**src/rtl/alu8_synth_wrapper.sv**
```systemverilog
// alu8_synth_wrapper: 8-bit, 8-op ALU with one registered output stage.
// Ports: clk; rst_n (async, active-high); op[2:0]; a[7:0]; b[7:0]
//        -> result[7:0], alu_flag[3:0] {Z,N,C,V}, carry (= alu_flag[1]).
module alu8_synth_wrapper #(
  parameter int WIDTH = 8
) (
  input  logic             clk,
  input  logic             rst_n,
  input  logic [2:0]       op,
  input  logic [WIDTH-1:0] a,
  input  logic [WIDTH-1:0] b,
  output logic [WIDTH-1:0] result,
  output logic [3:0]       alu_flag,
  output logic             carry
);

  localparam logic [2:0] OP_ADD  = 3'b000;
  localparam logic [2:0] OP_SUB  = 3'b001;
  localparam logic [2:0] OP_AND  = 3'b010;
  localparam logic [2:0] OP_OR   = 3'b011;
  localparam logic [2:0] OP_NOT  = 3'b100;
  localparam logic [2:0] OP_SLL  = 3'b101;
  localparam logic [2:0] OP_SRL  = 3'b110;
  localparam logic [2:0] OP_PASS = 3'b111;

  logic [WIDTH:0]   sum9;
  logic [WIDTH:0]   dif9;
  logic [WIDTH:0]   shl9;
  logic [WIDTH:0]   shr9;
  logic [2:0]       sh;
  logic [WIDTH-1:0] r;
  logic             c;
  logic             v;

  assign sh   = b[2:0];
  assign sum9 = {1'b0, a} + {1'b0, b};
  // Top bit of the 9-bit difference is the borrow.
  assign dif9 = {1'b0, a} - {1'b0, b};
  // The extra bit catches the last bit shifted out;
  // it stays 0 for a zero shift amount.
  assign shl9 = {1'b0, a} << sh;
  assign shr9 = {a, 1'b0} >> sh;

  always_comb begin
    r = '0;
    c = 1'b0;
    v = 1'b0;
    unique case (op)
      OP_ADD: begin
        r = sum9[WIDTH-1:0];
        c = sum9[WIDTH];
        v = (a[WIDTH-1] == b[WIDTH-1]) &&
            (r[WIDTH-1] != a[WIDTH-1]);
      end
      OP_SUB: begin
        r = dif9[WIDTH-1:0];
        c = dif9[WIDTH];
        v = (a[WIDTH-1] != b[WIDTH-1]) &&
            (r[WIDTH-1] != a[WIDTH-1]);
      end
      OP_AND:  r = a & b;
      OP_OR:   r = a | b;
      OP_NOT:  r = ~a;
      OP_SLL: begin
        r = shl9[WIDTH-1:0];
        c = shl9[WIDTH];
      end
      OP_SRL: begin
        r = shr9[WIDTH:1];
        c = shr9[0];
      end
      OP_PASS: r = a;
      default: r = a;
    endcase
  end

  always_ff @(posedge clk or posedge rst_n) begin
    if (rst_n) begin
      result   <= '0;
      alu_flag <= '0;
      carry    <= 1'b0;
    end else begin
      result   <= r;
      alu_flag <= {(r == '0), r[WIDTH-1], c, v};
      carry    <= c;
    end
  end

endmodule

```
**config.mk**
```make
export PLATFORM = sky130hd
export DESIGN_NAME = alu8_synth_wrapper
export DESIGN_NICKNAME = d
export VERILOG_FILES = /design/src/rtl/alu8_synth_wrapper.sv
export SDC_FILE = /design/constraint.sdc
export NUM_CORES = 1
export LEC_CHECK = 0
export ABC_CLOCK_PERIOD_IN_PS = 800
export CORE_MARGIN = 5
export CORE_UTILIZATION = 44
export DETAILED_ROUTE_END_ITERATION = 7
export PLACE_DENSITY_LB_ADDON = 0.05
export SYNTH_ARGS = -nofsm -noshare
export SYNTH_HDL_FRONTEND = slang
export SYNTH_SLANG_ARGS = --single-unit
```
**constraint.sdc**
```tcl
create_clock -name clk -period 0.8 [get_ports clk]
set_input_delay 0.12 -clock clk [delete_from_list [all_inputs] [get_ports clk]]
set_output_delay 0.12 -clock clk [all_outputs]
set_load 0.02 [all_outputs]
```
After elaboration in Yosys (flattened, before gate mapping)
Index checks and enable logic that the tools add are counted.
{ "classes": {"mux": 3, "n_reduce_logical": 4, "bitwise_logic": 3, "n_eq_ne": 11, "n_shift": 2, "addsub": 2} }
{ "ops": {"columns": ["op", "count"], "rows": [
  ["one-hot mux 8 bit (8 select lines)", 1],
  ["equality test 3 bit (second input constant)", 4],
  ["adder 8 x 8 -> 9 bit", 1],
  ["<< shifter 8 x 3 -> 9 bit", 1],
  [">> shifter 9 x 3 -> 9 bit", 1],
  ["subtractor 8 x 8 -> 9 bit", 1],
  ["AND 8 bit", 1],
  ["zero test 8 bit", 1],
  ["inverter 8 bit", 1],
  ["bitwise OR 8 bit", 1],
  ["equality test 3 x 2 -> 1 bit (second input constant)", 2],
  ["one-hot mux 1 bit (4 select lines)", 1],
  ["equality test 3 x 1 -> 1 bit (second input constant)", 1],
  ["zero test 3 bit", 1],
  ["!= test 1 bit", 3],
  ["logical AND 1 bit", 2],
  ["one-hot mux 1 bit (2 select lines)", 1],
  ["equality test 1 bit", 1]
]} }
{ "totals": {"in_bits": 21, "output_inout_bits": 13, "ff_bits": 13, "elab_cells": 28} }

Longest topological paths before layout
Gate-level depths: netlist of run 1.
{ "logic_depth": {"word_depth": 4, "mapped_depth": 11, "depth_no_buf": 11} }

Worst setup path before layout of run 1
OpenSTA, ideal clock, no wires.
{ "synth_path": {"path_type": "input to register", "startpoint": "input b[1]", "endpoint": "register alu_flag[3]", "cell_stages": 11, "t_arrival_ns": 2.327, "setup_ns": 0.095, "required_ns": 0.705, "setup_slack_ns": -1.622, "path_buffers": 2, "path_cell_list": "buf_2 -> buf_2 -> inv_1 -> fa_1 -> xor2_1 -> o211ai_1 -> a221oi_1 -> a32oi_1 -> or3_1 -> nor3_1 -> nor4b_2"} }
{ "synth_via": {"elab_chain_len": 3, "elab_cells_between_ends": 8, "cone_classes": "add/sub: 2; shift: 2; mux: 1; bitwise: 2; reduce/logical: 1"} }
{ "synth_lines": {"columns": ["item", "line_no", "source"], "rows": [
  ["start: declaration", "11", "input logic [WIDTH-1:0] b,"],
  ["subtractor 8 x 8 -> 9 bit (tied with other cells)", "38", "assign dif9 = {1'b0, a} - {1'b0, b};"],
  ["one-hot mux 8 bit (8 select lines) (*)", "48", "unique case (op)"],
  ["via r[2]", "31", "logic [WIDTH-1:0] r;"],
  ["zero test 8 bit (*)", "84", "alu_flag <= {(r == '0), r[WIDTH-1], c, v};"],
  ["end signal: assignment", "84", null],
  ["end: declaration", "13", "output logic [3:0] alu_flag,"]
]} }
The timed path passes the listed nets; every way through them passes the cells marked *.

Worst setup path in the final report of run 1
{ "layout_path": {"startpoint": "input a[4]", "endpoint": "register alu_flag[3]"} }
{ "layout_via": {"elab_chain_len": 3, "elab_cells_between_ends": 9, "cone_classes": "add/sub: 2; shift: 2; mux: 1; bitwise: 3; reduce/logical: 1"} }
{ "layout_lines": {"columns": ["item", "line_no", "source"], "rows": [
  ["start: declaration", "10", "input logic [WIDTH-1:0] a,"],
  ["subtractor 8 x 8 -> 9 bit (tied with other cells)", "38", null],
  ["one-hot mux 8 bit (8 select lines) (*)", "48", null],
  ["via r[4]", "31", null],
  ["zero test 8 bit (*)", "84", null]
]} }
Marked as above.

==> qor.json, run 1 <==
{
  "result_of_the_run": {"value": "finished with violations"},
  "failed_checks": {"value": "setup timing"},
  "synth.cell_area": {"value": 2220, "unit": "um2"},
  "power.share.combinational": {"value": 70.7, "unit": "%"},
  "die_width": {"value": 81.0, "unit": "um"},
  "antenna_found_initial": {"value": 0},
  "ys_seq_elements": {"value": 11},
  "cts_buffers": {"value": 3},
  "dpl-instance-area": {"value": 3330, "unit": "um2"},
  "instances_no_fill": {"value": 506},
  "synthesis.area_per_instance": {"value": 7.76, "unit": "um2"},
  "routability_congestion_estimate": {"value": 0.926},
  "synth-xor-area-share": {"value": 3.55, "unit": "%"},
  "final_antenna_net_count": {"value": 0},
  "layout.cells.most_common": {"value": "sky130_fd_sc_hd__buf_4"},
  "synth-main-ff-cell": {"value": "sky130_fd_sc_hd__dfrtp_1"},
  "internal_power": {"value": 2.44, "unit": "mW"},
  "wl_met1": {"value": 3.92, "unit": "mm"},
  "path_delay_family": {"value": "compound AO/OA/AOI/OAI gates"},
  "total_number_of_clock_tree_sinks": {"value": 11},
  "root_buffer": {"value": "sky130_fd_sc_hd__clkbuf_8"},
  "initial_core_util": {"value": 46.1, "unit": "%"},
  "cp_data_required_time": {"value": 0.94, "unit": "ns"},
  "synth_mux_area_share": {"value": 12.6, "unit": "%"},
  "worst_slew_margin_rel": {"value": 67.7, "unit": "%"},
  "top_signal_layer_used": {"value": "met4"},
  "grt_max_degree": {"value": 21},
  "switching_power": {"value": 1.67, "unit": "mW"},
  "share_clk_of_total_power": {"value": 13.1, "unit": "%"},
  "path_common_cell": {"value": "sky130_fd_sc_hd__buf_4"},
  "critical_path_buf_inv_count": {"value": 3},
  "post-route-min-period": {"value": 2.15, "unit": "ns"},
  "final_layout_size_suffix_gt1_share": {"value": 56.0, "unit": "%"},
  "tightestPinTransition": {"value": 0.480, "unit": "ns"},
  "final.setup.worst_slack": {"value": -1.35, "unit": "ns"},
  "path_max_fanout": {"value": 5},
  "routed-wl-met3": {"value": 1.27, "unit": "mm"},
  "final_nets": {"value": 488},
  "cp_slowest_cell": {"value": "sky130_fd_sc_hd__a22oi_1"},
  "multi_input_area": {"value": 2130, "unit": "um2"},
  "worst_setup_path_start_kind": {"value": "input pin"},
  "detailedPlacementHpwl": {"value": 6.47, "unit": "mm"},
  "die_area": {"value": 6570, "unit": "um2"},
  "power_per_cell_area": {"value": 990, "unit": "nW/um2"},
  "dieHeight": {"value": 81.0, "unit": "um"},
  "place.port_buffers": {"value": 33},
  "wirelength": {"value": 11.3, "unit": "mm"},
  "timing.max_cap.violations": {"value": 0},
  "max_clock_freq": {"value": 464, "unit": "MHz"},
  "dr_wl_cell": {"value": 22.3, "unit": "um"},
  "grt.total_usage": {"value": 29.5, "unit": "%"},
  "yosysUniqueCellTypes": {"value": 62},
  "design.core.area": {"value": 4820, "unit": "um2"},
  "synth_simple_gate_area_share": {"value": 20.6, "unit": "%"},
  "leading_cell_types_in_the_layout_fill_and_taps_excluded": {"value": "sky130_fd_sc_hd__buf_4, sky130_fd_sc_hd__buf_6, sky130_fd_sc_hd__nor2_1"},
  "slowest_delay": {"value": 0.31, "unit": "ns"},
  "finish.instance_area": {"value": 4150, "unit": "um2"},
  "antenna-diode-count": {"value": 0},
  "grt_remaining_overflow": {"value": 0},
  "crit_path_cell_trace": {"value": "buf_8 > buf_4 > buf_4 > ha_1 > nand2b_1 > a22oi_1 > o2111ai_2 > a32oi_2 > o211ai_1 > nor3_1 > nor4b_2"},
  "hold_viol_final": {"value": 0},
  "num_vias": {"value": 3214},
  "met2RoutedLength": {"value": 5.26, "unit": "mm"},
  "synth-edff-count": {"value": 0},
  "syn_to_final_growth": {"value": 87.0, "unit": "%"},
  "cts_max_level": {"value": 1},
  "arrival": {"value": 2.29, "unit": "ns"},
  "drt_pre_antenna_iters": {"value": 6},
  "rsz0062_at_grt": {"value": "yes"},
  "synthArstFlopShare": {"value": 100, "unit": "%"},
  "floorplan.io_pins": {"value": 34},
  "worst_hold_path_type": {"value": "input pin to asynchronous set/reset pin"},
  "post-place-cells": {"value": 464},
  "number_of_fill_cells": {"value": 278},
  "final_setup_fails": {"value": 24},
  "leakagePower": {"value": 1.92, "unit": "nW"},
  "switching_share": {"value": 40.6, "unit": "%"},
  "cts.path.max_buffers": {"value": 2},
  "drc_errors": {"value": 0},
  "sequentialPowerShare": {"value": 16.2, "unit": "%"},
  "fp-row-count": {"value": 25},
  "synth-adder-area-share": {"value": 15.9, "unit": "%"},
  "setup_total_negative_slack": {"value": -12.02, "unit": "ns"},
  "finalMaxSlewViolations": {"value": 0},
  "fin_crit_sh": {"value": 269, "unit": "%"},
  "synth_compound_gate_area_share": {"value": 24.6, "unit": "%"},
  "clk_transition_reported_paths": {"value": 0.05, "unit": "ns"},
  "setup.worst_path.class": {"value": "input pin to flop"},
  "vdd_ir_drop_max": {"value": 0.000839, "unit": "V"},
  "ys_seq_area_share": {"value": 12.4, "unit": "%"},
  "dominant_combinational_cell_family_by_area_after_synthesis": {"value": "compound AO/OA/AOI/OAI gates"},
  "worstSetupEndpointType": {"value": "flop"},
  "yosysWarnings": {"value": 0},
  "drt_iter0_drc": {"value": 533},
  "layout.area.seq": {"value": 275, "unit": "um2"},
  "vias_per_cell": {"value": 6.35},
  "syn_nets": {"value": 334},
  "grt_pass1_vias": {"value": 3003},
  "tritoncts": {"value": "done"},
  "synth_cells": {"value": 286},
  "grt_pass1_wl": {"value": 14.8, "unit": "mm"}
}
## timing repair
item                                    in CTS  in global routing
gates cloned                                 1                  0
resized for setup                          216                 34
buffers inserted                            35                 12
hold buffers                                 0                  0
pin swaps                                   39                 35
endpoints found under the setup margin      24                 24
## per-layer routing
layer / vias to the layer above / GRT usage [%]
li1: 1355 / -
met1: 1493 / 36.6
met2: 273 / 51.1
met3: 93 / 4.88
met4: 0 / 10.5
met5: - / 0
## Yosys cell counts, types with 6 or more instances
master,n,area share [%]
sky130_fd_sc_hd__inv_1,24,4.1
sky130_fd_sc_hd__clkbuf_1,6,1.0
sky130_fd_sc_hd__a21oi_1,13,2.9
sky130_fd_sc_hd__nor3_1,11,2.5
sky130_fd_sc_hd__dfrtp_1,11,12
sky130_fd_sc_hd__nor2_1,23,3.9
sky130_fd_sc_hd__nand2_1,12,2.0
sky130_fd_sc_hd__nand3_1,6,1.4
sky130_fd_sc_hd__mux2i_1,19,8.6
sky130_fd_sc_hd__buf_2,15,3.4
sky130_fd_sc_hd__o21ai_0,17,3.8
sky130_fd_sc_hd__nand2b_1,8,2.3
sky130_fd_sc_hd__ha_1,25,14
## flip-flops by register name, indices dropped and copies added (netlist names)
signal	cells
result	7
alu_flag	4
## worst max-delay path by stage
| stage | start | end | slack [ns] | cells after the start |
|---|---|---|---|---|
| floorplan | b[1] | alu_flag[3] | -1.40 | 11 |
| global placement | b[0] | alu_flag[3] | -1.90 | 11 |
| detailed placement | b[0] | alu_flag[3] | -1.95 | 11 |
| CTS | a[0] | alu_flag[3] | -1.36 | 12 |
| global route | a[4] | alu_flag[3] | -1.40 | 11 |
| finish | a[4] | alu_flag[3] | -1.35 | 11 |
## logic make-up (layout without fill, tap and decap cells)
| group | after synthesis | count (layout) |
|---|---|---|
| simple gates | 85 | 85 |
| compound gates | 80 | 80 |
| buf+inv | 51 | 204 |
| fa+ha+maj | 27 | 27 |
| mux | 23 | 23 |
| flops | 11 | 11 |
| xor+xnor | 9 | 9 |
## final cells by class
type | instances | share of cell area (%)
clock buffer | 4 | 1.09
inverter | 26 | 2.83
multi-input combinational | 224 | 51.3
sequential | 11 | 6.63
tap | 67 | 2.02
timing repair buffer | 174 | 36.1
## tightest hold or removal path: cells and delay by family
family	cells	cell delay, ns
buffers and inverters	3	0.63
## power by group through the flow
stage | registers [mW] | clock network (mW) | logic [mW]
6_report | 0.667 | 0.537 | 2.90
5_1_grt | 0.673 | 0.583 | 3.02
4_1_cts | 0.667 | 0.530 | 2.52
3_5_place_dp | 0.658 | 0 | 2.15
3_3_place_gp | 0.655 | 0 | 2.13
2_1_floorplan | 0.749 | 0 | 1.04
## per-stage QoR
step	utilization (%)	power, mW	hold WS, ns	setup WS [ns]
floorplan	-	1.79	-0.0276	-1.40
global placement	69.0	2.78	0.408	-1.90
detailed placement	69.0	2.81	0.420	-1.95
CTS	81.9	3.72	0.181	-1.36
global route	86.2	4.28	0.210	-1.40
finish	86.2	4.11	0.172	-1.35
Power figures use the tool's default switching activity.
==> run 2: changes to the inputs <==
--- a/config.mk
+++ b/config.mk
@@ -6,8 +6,10 @@
 export NUM_CORES = 1
 export LEC_CHECK = 0
 export ABC_CLOCK_PERIOD_IN_PS = 800
+export CELL_PAD_IN_SITES_DETAIL_PLACEMENT = 1
+export CELL_PAD_IN_SITES_GLOBAL_PLACEMENT = 2
 export CORE_MARGIN = 5
-export CORE_UTILIZATION = 44
+export CORE_UTILIZATION = 29
 export DETAILED_ROUTE_END_ITERATION = 7
 export PLACE_DENSITY_LB_ADDON = 0.05
 export SYNTH_ARGS = -nofsm -noshare
==> run 2 against run 1 <==
  * The flow still finishes with violations (setup timing)
  * Cell count increased by 5.7%
  * Fmax up 5.3%
  * Design area shrank 4.1%
  * Non-clock buffer count shrank 6
  * Critical path depth is 1 lower
  * Combinational power down 8.3%
  * Sequential power hardly changed
  * Routed wire length is 13% lower
  * Critical endpoint unchanged
==> qor.json, run 2 (synthesis gave the netlist of run 1 again) <==
{
  "result_of_the_run": {"value": "finished with violations"},
  "failed_checks": {"value": "setup timing"},
  "instances_no_fill": {"value": 535, "change": "+5.7%"},
  "die_width": {"value": 97.5, "unit": "um", "change": "+20%"},
  "grt.met2_usage": {"value": 37.8, "unit": "%", "change": "-13 points"},
  "syn_to_final_growth": {"value": 79.3, "unit": "%"},
  "grt_max_degree": {"value": 27, "change": "+29%"},
  "grt_pass1_vias": {"value": 3068, "change": "+2.2%"},
  "drt_pre_antenna_iters": {"value": 4, "change": "-2"},
  "vias_per_cell": {"value": 5.11, "change": "-20%"},
  "pre_cts_ws": {"value": -2.01, "unit": "ns", "change": "-0.0558 ns"},
  "drc_errors": {"value": 0, "change": "unchanged"},
  "floorplan.io_pins": {"value": 34, "change": "unchanged"},
  "rsz0062_at_grt": {"value": "yes"},
  "fp-row-count": {"value": 32, "change": "+28%"},
  "path_max_fanout": {"value": 3, "change": "-2"},
  "arrival": {"value": 2.18, "unit": "ns", "change": "-0.11 ns"},
  "leakagePower": {"value": 1.84, "unit": "nW", "change": "-4.2%"},
  "post-route-util": {"value": 52.3, "unit": "%", "change": "-34 points"},
  "grt_use_met1": {"value": 27.1, "unit": "%", "change": "-9.4 points"},
  "grt_remaining_overflow": {"value": 0, "change": "unchanged"},
  "finalMaxSlewViolations": {"value": 0, "change": "unchanged"},
  "worst_hold_path_type": {"value": "input pin to asynchronous set/reset pin"},
  "post_cts_hold_buffer_count": {"value": 0, "change": "unchanged"},
  "cp_slowest_cell": {"value": "sky130_fd_sc_hd__mux4_2"},
  "cts_buffers": {"value": 3, "change": "unchanged"},
  "post-route-min-period": {"value": 2.05, "unit": "ns", "change": "-0.109 ns"},
  "cts_max_level": {"value": 1, "change": "unchanged"},
  "initial_core_util": {"value": 29.2, "unit": "%", "change": "-17 points"},
  "grt_pass1_wl": {"value": 16.3, "unit": "mm", "change": "+9.6%"},
  "final_antenna_net_count": {"value": 0, "change": "unchanged"},
  "cts.path.max_buffers": {"value": 2, "change": "unchanged"},
  "hold_viol_final": {"value": 0, "change": "unchanged"},
  "total_power": {"value": 3.87, "unit": "mW", "change": "-5.9%"},
  "antenna_found_initial": {"value": 0, "change": "unchanged"},
  "num_vias": {"value": 2732, "change": "-15%"},
  "largest_register_ff_count": {"value": 7, "change": "unchanged"},
  "path_delay_family": {"value": "simple AND/OR/NAND/NOR gates"},
  "final.setup.worst_slack": {"value": -1.25, "unit": "ns", "change": "+0.109 ns"},
  "dieHeight": {"value": 97.5, "unit": "um", "change": "+20%"},
  "vdd_ir_drop_max": {"value": 0.000417, "unit": "V", "change": "-50%"},
  "groute.layer.met3.usage": {"value": 2.15, "unit": "%", "change": "-2.7 points"},
  "register_containing_the_most_flip_flops_in_the_final_layout": {"value": "result"},
  "worst_slew_margin_rel": {"value": 73.8, "unit": "%", "change": "+6.1 points"},
  "tritoncts": {"value": "done"},
  "final_nets": {"value": 482, "change": "-1.2%"},
  "routability_congestion_estimate": {"value": 0.888, "change": "-4.1%"},
  "leading_cell_types_in_the_layout_fill_and_taps_excluded": {"value": "sky130_fd_sc_hd__buf_4, sky130_fd_sc_hd__buf_6, sky130_fd_sc_hd__nor2_1"},
  "place.port_buffers": {"value": 33, "change": "unchanged"},
  "max_clock_freq": {"value": 489, "unit": "MHz", "change": "+5.3%"},
  "slowest_delay": {"value": 0.45, "unit": "ns", "change": "+0.14 ns"},
  "wirelength": {"value": 9.77, "unit": "mm", "change": "-13%"},
  "root_buffer": {"value": "sky130_fd_sc_hd__clkbuf_8"},
  "reg.largest.list": {"value": "result (7), alu_flag (4)"},
  "global_route.peak_usage_layer": {"value": "met2"},
  "drt_iter0_drc": {"value": 141, "change": "-74%"},
  "setup.worst_path.class": {"value": "input pin to flop"},
  "post-place-cells": {"value": 514, "change": "+11%"},
  "power_per_cell_area": {"value": 972, "unit": "nW/um2", "change": "-1.9%"},
  "final_layout_size_suffix_gt1_share": {"value": 52.4, "unit": "%", "change": "-3.6 points"},
  "fin_crit_sh": {"value": 256, "unit": "%", "change": "-14 points"},
  "layout.cells.most_common": {"value": "sky130_fd_sc_hd__buf_4"},
  "cp_data_required_time": {"value": 0.94, "unit": "ns", "change": "about the same"},
  "worst_setup_path_start_kind": {"value": "input pin"},
  "final_setup_fails": {"value": 24, "change": "unchanged"},
  "antenna-diode-count": {"value": 0, "change": "unchanged"},
  "tightestPinTransition": {"value": 0.388, "unit": "ns", "change": "-0.0915 ns"},
  "total_number_of_clock_tree_sinks": {"value": 11, "change": "unchanged"},
  "timing.max_cap.violations": {"value": 0, "change": "unchanged"},
  "crit_path_cell_trace": {"value": "buf_8 > buf_4 > buf_6 > mux4_2 > nor2_1 > nor3_1 > a311o_1 > or3_4 > nor3_4 > nor4b_2"},
  "detailedPlacementHpwl": {"value": 7.93, "unit": "mm", "change": "+23%"},
  "clk_transition_reported_paths": {"value": 0.05, "unit": "ns", "change": "about the same"},
  "critical_path_buf_inv_count": {"value": 3, "change": "unchanged"},
  "worstSetupEndpointType": {"value": "flop"},
  "die_area": {"value": 9500, "unit": "um2", "change": "+45%"},
  "dr_wl_cell": {"value": 18.3, "unit": "um", "change": "-18%"},
  "worst-path-stages": {"value": 10, "change": "-1"},
  "setup_total_negative_slack": {"value": -11.49, "unit": "ns", "change": "+0.527 ns"},
  "design.core.area": {"value": 7610, "unit": "um2", "change": "+58%"},
  "grt.total_usage": {"value": 21.0, "unit": "%", "change": "-8.5 points"}
}
==> run 2: cell count changes in the layout (fill, tap and decap cells not counted), moves of 4 or more <==
cell | before | now
sky130_fd_sc_hd__buf_6 | 38 | 31
sky130_fd_sc_hd__ha_4 | 11 | 7
sky130_fd_sc_hd__inv_2 | 10 | 6
sky130_fd_sc_hd__buf_4 | 117 | 121
sky130_fd_sc_hd__buf_8 | 5 | 1
==> run 2: layout make-up <==
class / count / area (um2)
fill: 934 / 3630
timing repair buffer: 168 / 1400
sequential: 11 / 275
inverter: 26 / 114
multi-input combinational: 224 / 2020
tap: 102 / 128
clock buffer: 4 / 45.0
==> run 2: power breakdown <==
| group | leakage (nW) | internal, mW | switching, mW |
|---|---|---|---|
| Sequential | 0.136 | 0.628 | 0.0377 |
| Combinational | 1.68 | 1.38 | 1.27 |
| Clock | 0.0228 | 0.348 | 0.192 |
| Total | 1.84 | 2.36 | 1.50 |
==> run 2: worst paths after layout <==
kind,to,from
max in group asynchronous,result[2],rst_n
max,alu_flag[3],a[0]
min in group clk,alu_flag[1],b[2]
min,alu_flag[2],rst_n
==> run 2: layer usage <==
layer	routed length [um]	up-vias
met5	0	-
met4	214	0
met3	293	17
met2	4930	53
met1	4340	1330
li1	-	1332
==> run 2: stage by stage <==
| stage | hold WS, ns | cell area (um2) |
|---|---|---|
| detailed placement | 0.414 | 3480 |
| finish | 0.160 | 3980 |
| floorplan | -0.0276 | 2310 |
| global placement | 0.407 | 3480 |
| CTS | 0.157 | 3880 |
| global route | 0.186 | 3980 |
==> run 2: what timing repair did <==
item,CTS,global route
pin swaps,36,26
setup endpoints to repair,24,24
gates resized for setup,189,22
buffers inserted,16,1
cloned,1,0
==> run 3: changes to the inputs <==
--- a/config.mk
+++ b/config.mk
@@ -5,12 +5,14 @@
 export SDC_FILE = /design/constraint.sdc
 export NUM_CORES = 1
 export LEC_CHECK = 0
-export ABC_CLOCK_PERIOD_IN_PS = 800
+export ABC_CLOCK_PERIOD_IN_PS = 2200
 export CELL_PAD_IN_SITES_DETAIL_PLACEMENT = 1
 export CELL_PAD_IN_SITES_GLOBAL_PLACEMENT = 2
 export CORE_MARGIN = 5
-export CORE_UTILIZATION = 29
+export CORE_UTILIZATION = 33
+export CTS_BUF_LIST = sky130_fd_sc_hd__clkbuf_8
 export DETAILED_ROUTE_END_ITERATION = 7
+export GPL_ROUTABILITY_DRIVEN = 0
 export PLACE_DENSITY_LB_ADDON = 0.05
 export SYNTH_ARGS = -nofsm -noshare
 export SYNTH_HDL_FRONTEND = slang
==> constraint.sdc (replaced) <==
create_clock -name clk -period 2.2 [get_ports clk]
set_input_delay 0.33 -clock clk [delete_from_list [all_inputs] [get_ports clk]]
set_output_delay 0.33 -clock clk [all_outputs]
set_load 0.02 [all_outputs]
==> run 3 against run 2 <==
  * The run still ends with setup timing left
  * Critical path depth is 2 higher
  * Sequential power is 65% lower
  * First-iteration DRC count is 33% higher
  * Sequential share of layout area is 0.14 points higher
  * Utilization is 8.1 points higher
  * Non-clock buffer count is 7 lower
  * Hold slack better by 0.22 ns
  * Global-route usage is 1.3 points higher
  * Via count is 3.1% higher
  * Cell count is 6.0% lower
  * Critical endpoint unchanged
==> qor.json, run 3 (synthesis gave the netlist of run 1 again) <==
{
  "result_of_the_run": {"value": "finished with violations"},
  "failed_checks": {"value": "setup timing"},
  "number_of_fill_cells": {"value": 770, "change": "-18%"},
  "wirelength": {"value": 10.6, "unit": "mm", "change": "+8.6%"},
  "worst_hold_path_type": {"value": "input pin to asynchronous set/reset pin"},
  "largest_register_ff_count": {"value": 7, "change": "unchanged"},
  "leading_cell_types_in_the_layout_fill_and_taps_excluded": {"value": "sky130_fd_sc_hd__buf_4, sky130_fd_sc_hd__nor2_1, sky130_fd_sc_hd__mux2i_1, sky130_fd_sc_hd__clkdlybuf4s50_1"},
  "power_per_cell_area": {"value": 364, "unit": "nW/um2", "change": "-63%"},
  "max_clock_freq": {"value": 419, "unit": "MHz"},
  "drc_errors": {"value": 0, "change": "unchanged"},
  "antenna-diode-count": {"value": 0, "change": "unchanged"},
  "cp_slowest_cell": {"value": "sky130_fd_sc_hd__or3_4"},
  "vdd_ir_drop_max": {"value": 0.000209, "unit": "V", "change": "-50%"},
  "final_nets": {"value": 475, "change": "-1.5%"},
  "leakagePower": {"value": 1.77, "unit": "nW", "change": "-4.0%"},
  "dpl-instance-area": {"value": 3350, "unit": "um2", "change": "-3.7%"},
  "grt_pass1_wl": {"value": 15.2, "unit": "mm", "change": "-6.7%"},
  "timing.max_cap.violations": {"value": 0, "change": "unchanged"},
  "final_setup_fails": {"value": 3, "change": "-88%"},
  "final.setup.worst_slack": {"value": -0.187, "unit": "ns", "change": "+1.06 ns"},
  "post_cts_hold_buffer_count": {"value": 0, "change": "unchanged"},
  "initial_core_util": {"value": 34.4, "unit": "%", "change": "+5.2 points"},
  "cp_data_required_time": {"value": 2.34, "unit": "ns", "change": "+1.40 ns"},
  "path_max_fanout": {"value": 2, "change": "-1"},
  "hold_slack_final": {"value": 0.381, "unit": "ns", "change": "+0.221 ns"},
  "final_antenna_net_count": {"value": 0, "change": "unchanged"},
  "die_width": {"value": 92.0, "unit": "um", "change": "-5.6%"},
  "arrival": {"value": 2.52, "unit": "ns", "change": "+0.34 ns"},
  "tightestPinTransition": {"value": 0.514, "unit": "ns", "change": "+0.126 ns"},
  "grt_pass1_vias": {"value": 2880, "change": "-6.1%"},
  "floorplan.io_pins": {"value": 34, "change": "unchanged"},
  "cts.path.max_buffers": {"value": 2, "change": "unchanged"},
  "path_delay_family": {"value": "simple AND/OR/NAND/NOR gates"},
  "cts_max_level": {"value": 1, "change": "unchanged"},
  "grt_max_degree": {"value": 22, "change": "-19%"},
  "root_buffer": {"value": "sky130_fd_sc_hd__clkbuf_8"},
  "worst_slew_margin_rel": {"value": 65.3, "unit": "%", "change": "-8.5 points"},
  "syn_to_final_growth": {"value": 75.8, "unit": "%"},
  "vias_per_cell": {"value": 5.60, "change": "+9.7%"},
  "dieHeight": {"value": 92.0, "unit": "um", "change": "-5.6%"},
  "die_area": {"value": 8470, "unit": "um2", "change": "-11%"},
  "drt_iter0_drc": {"value": 187, "change": "+33%"},
  "design.core.area": {"value": 6460, "unit": "um2", "change": "-15%"},
  "finish.instance_area": {"value": 3900, "unit": "um2", "change": "-1.9%"},
  "tritoncts": {"value": "done"},
  "layout.cells.most_common": {"value": "sky130_fd_sc_hd__buf_4"},
  "hold_viol_final": {"value": 0, "change": "unchanged"},
  "total_number_of_clock_tree_sinks": {"value": 11, "change": "unchanged"},
  "fin_crit_sh": {"value": 108, "unit": "%"},
  "finalMaxSlewViolations": {"value": 0, "change": "unchanged"},
  "place.port_buffers": {"value": 33, "change": "unchanged"},
  "reg.largest.list": {"value": "result (7), alu_flag (4)"},
  "worst_setup_path_start_kind": {"value": "input pin"},
  "grt.total_usage": {"value": 22.3, "unit": "%", "change": "+1.3 points"},
  "slowest_delay": {"value": 0.38, "unit": "ns", "change": "-0.07 ns"},
  "setup.worst_path.class": {"value": "input pin to flop"},
  "fp-row-count": {"value": 29, "change": "-9.4%"},
  "critical_path_buf_inv_count": {"value": 3, "change": "unchanged"},
  "grt_remaining_overflow": {"value": 0, "change": "unchanged"},
  "detailedPlacementHpwl": {"value": 7.51, "unit": "mm", "change": "-5.2%"},
  "post-route-min-period": {"value": 2.39, "unit": "ns"},
  "register_containing_the_most_flip_flops_in_the_final_layout": {"value": "result"},
  "pre_cts_ws": {"value": -0.919, "unit": "ns", "change": "+1.09 ns"},
  "num_vias": {"value": 2817, "change": "+3.1%"},
  "clk_transition_reported_paths": {"value": 0.05, "unit": "ns", "change": "about the same"},
  "drt_pre_antenna_iters": {"value": 4, "change": "unchanged"},
  "worstSetupEndpointType": {"value": "flop"},
  "dr_wl_cell": {"value": 21.1, "unit": "um", "change": "+15%"},
  "cts_buffers": {"value": 3, "change": "unchanged"},
  "final_layout_size_suffix_gt1_share": {"value": 50.5, "unit": "%", "change": "-2.0 points"},
  "rsz0062_at_grt": {"value": "yes"},
  "crit_path_cell_trace": {"value": "buf_8 > inv_6 > ha_4 > inv_2 > fa_2 > xor2_1 > o211ai_1 > a221oi_2 > a32oi_1 > or3_4 > nor3_4 > nor4b_4"},
  "antenna_found_initial": {"value": 0, "change": "unchanged"}
}
==> run 3: how the worst max path moves through the flow <==
stage	depth (start not counted)	endpoint	start
after floorplan	11	alu_flag[3]	b[1]
after global placement	12	alu_flag[3]	a[0]
after detailed placement	12	alu_flag[3]	a[0]
after CTS	12	alu_flag[3]	a[0]
after global routing	12	alu_flag[3]	a[0]
final	12	alu_flag[3]	a[0]
==> run 3: where the power goes <==
group	total (mW)	internal, mW	leakage [nW]	switching [mW]
Combinational	0.989	0.500	1.60	0.489
Clock	0.196	0.124	0.0255	0.0722
Sequential	0.236	0.228	0.136	0.00769
Total	1.42	0.852	1.77	0.569
==> run 3: what timing repair did <==
action                                  in CTS  in global routing
setup buffers                               13                  7
pin swaps                                   21                 35
resized for setup                           90                 49
endpoints found under the setup margin       9                  8
==> run 3: metal layers <==
layer  track usage [%]  share of wire, %  vias up
li1                  -                 -     1332
met1              29.2                40     1354
met2              40.0                51      105
met3              1.96               6.1       26
met4              4.46               2.5        0
met5                 0                 0        -
==> run 3: cell type report <==
| cell class | count | area [um2] | area share (%) |
|---|---|---|---|
| Inverter | 26 | 106 | 2.73 |
| Clock inverter | 1 | 5.00 | 0.128 |
| Clock buffer | 3 | 41.3 | 1.06 |
| Multi-Input combinational cell | 224 | 2070 | 53.1 |
| Sequential cell | 11 | 275 | 7.05 |
| Timing Repair Buffer | 161 | 1310 | 33.5 |
| Tap cell | 77 | 96.3 | 2.47 |
==> run 3: through the flow <==
| step | cells | TNS (ns) | util, % | total power [mW] |
|---|---|---|---|---|
| 6_report | 503 | -0.234 | 60.4 | 1.42 |
| 4_1_cts | 496 | -0.165 | 57.5 | 1.34 |
| 3_5_place_dp | 479 | -5.58 | 51.9 | 1.04 |
| 2_1_floorplan | 286 | -0.238 | - | 0.635 |
| 3_3_place_gp | 479 | -5.00 | 51.9 | 1.02 |
| 5_1_grt | 503 | -0.556 | 60.4 | 1.50 |
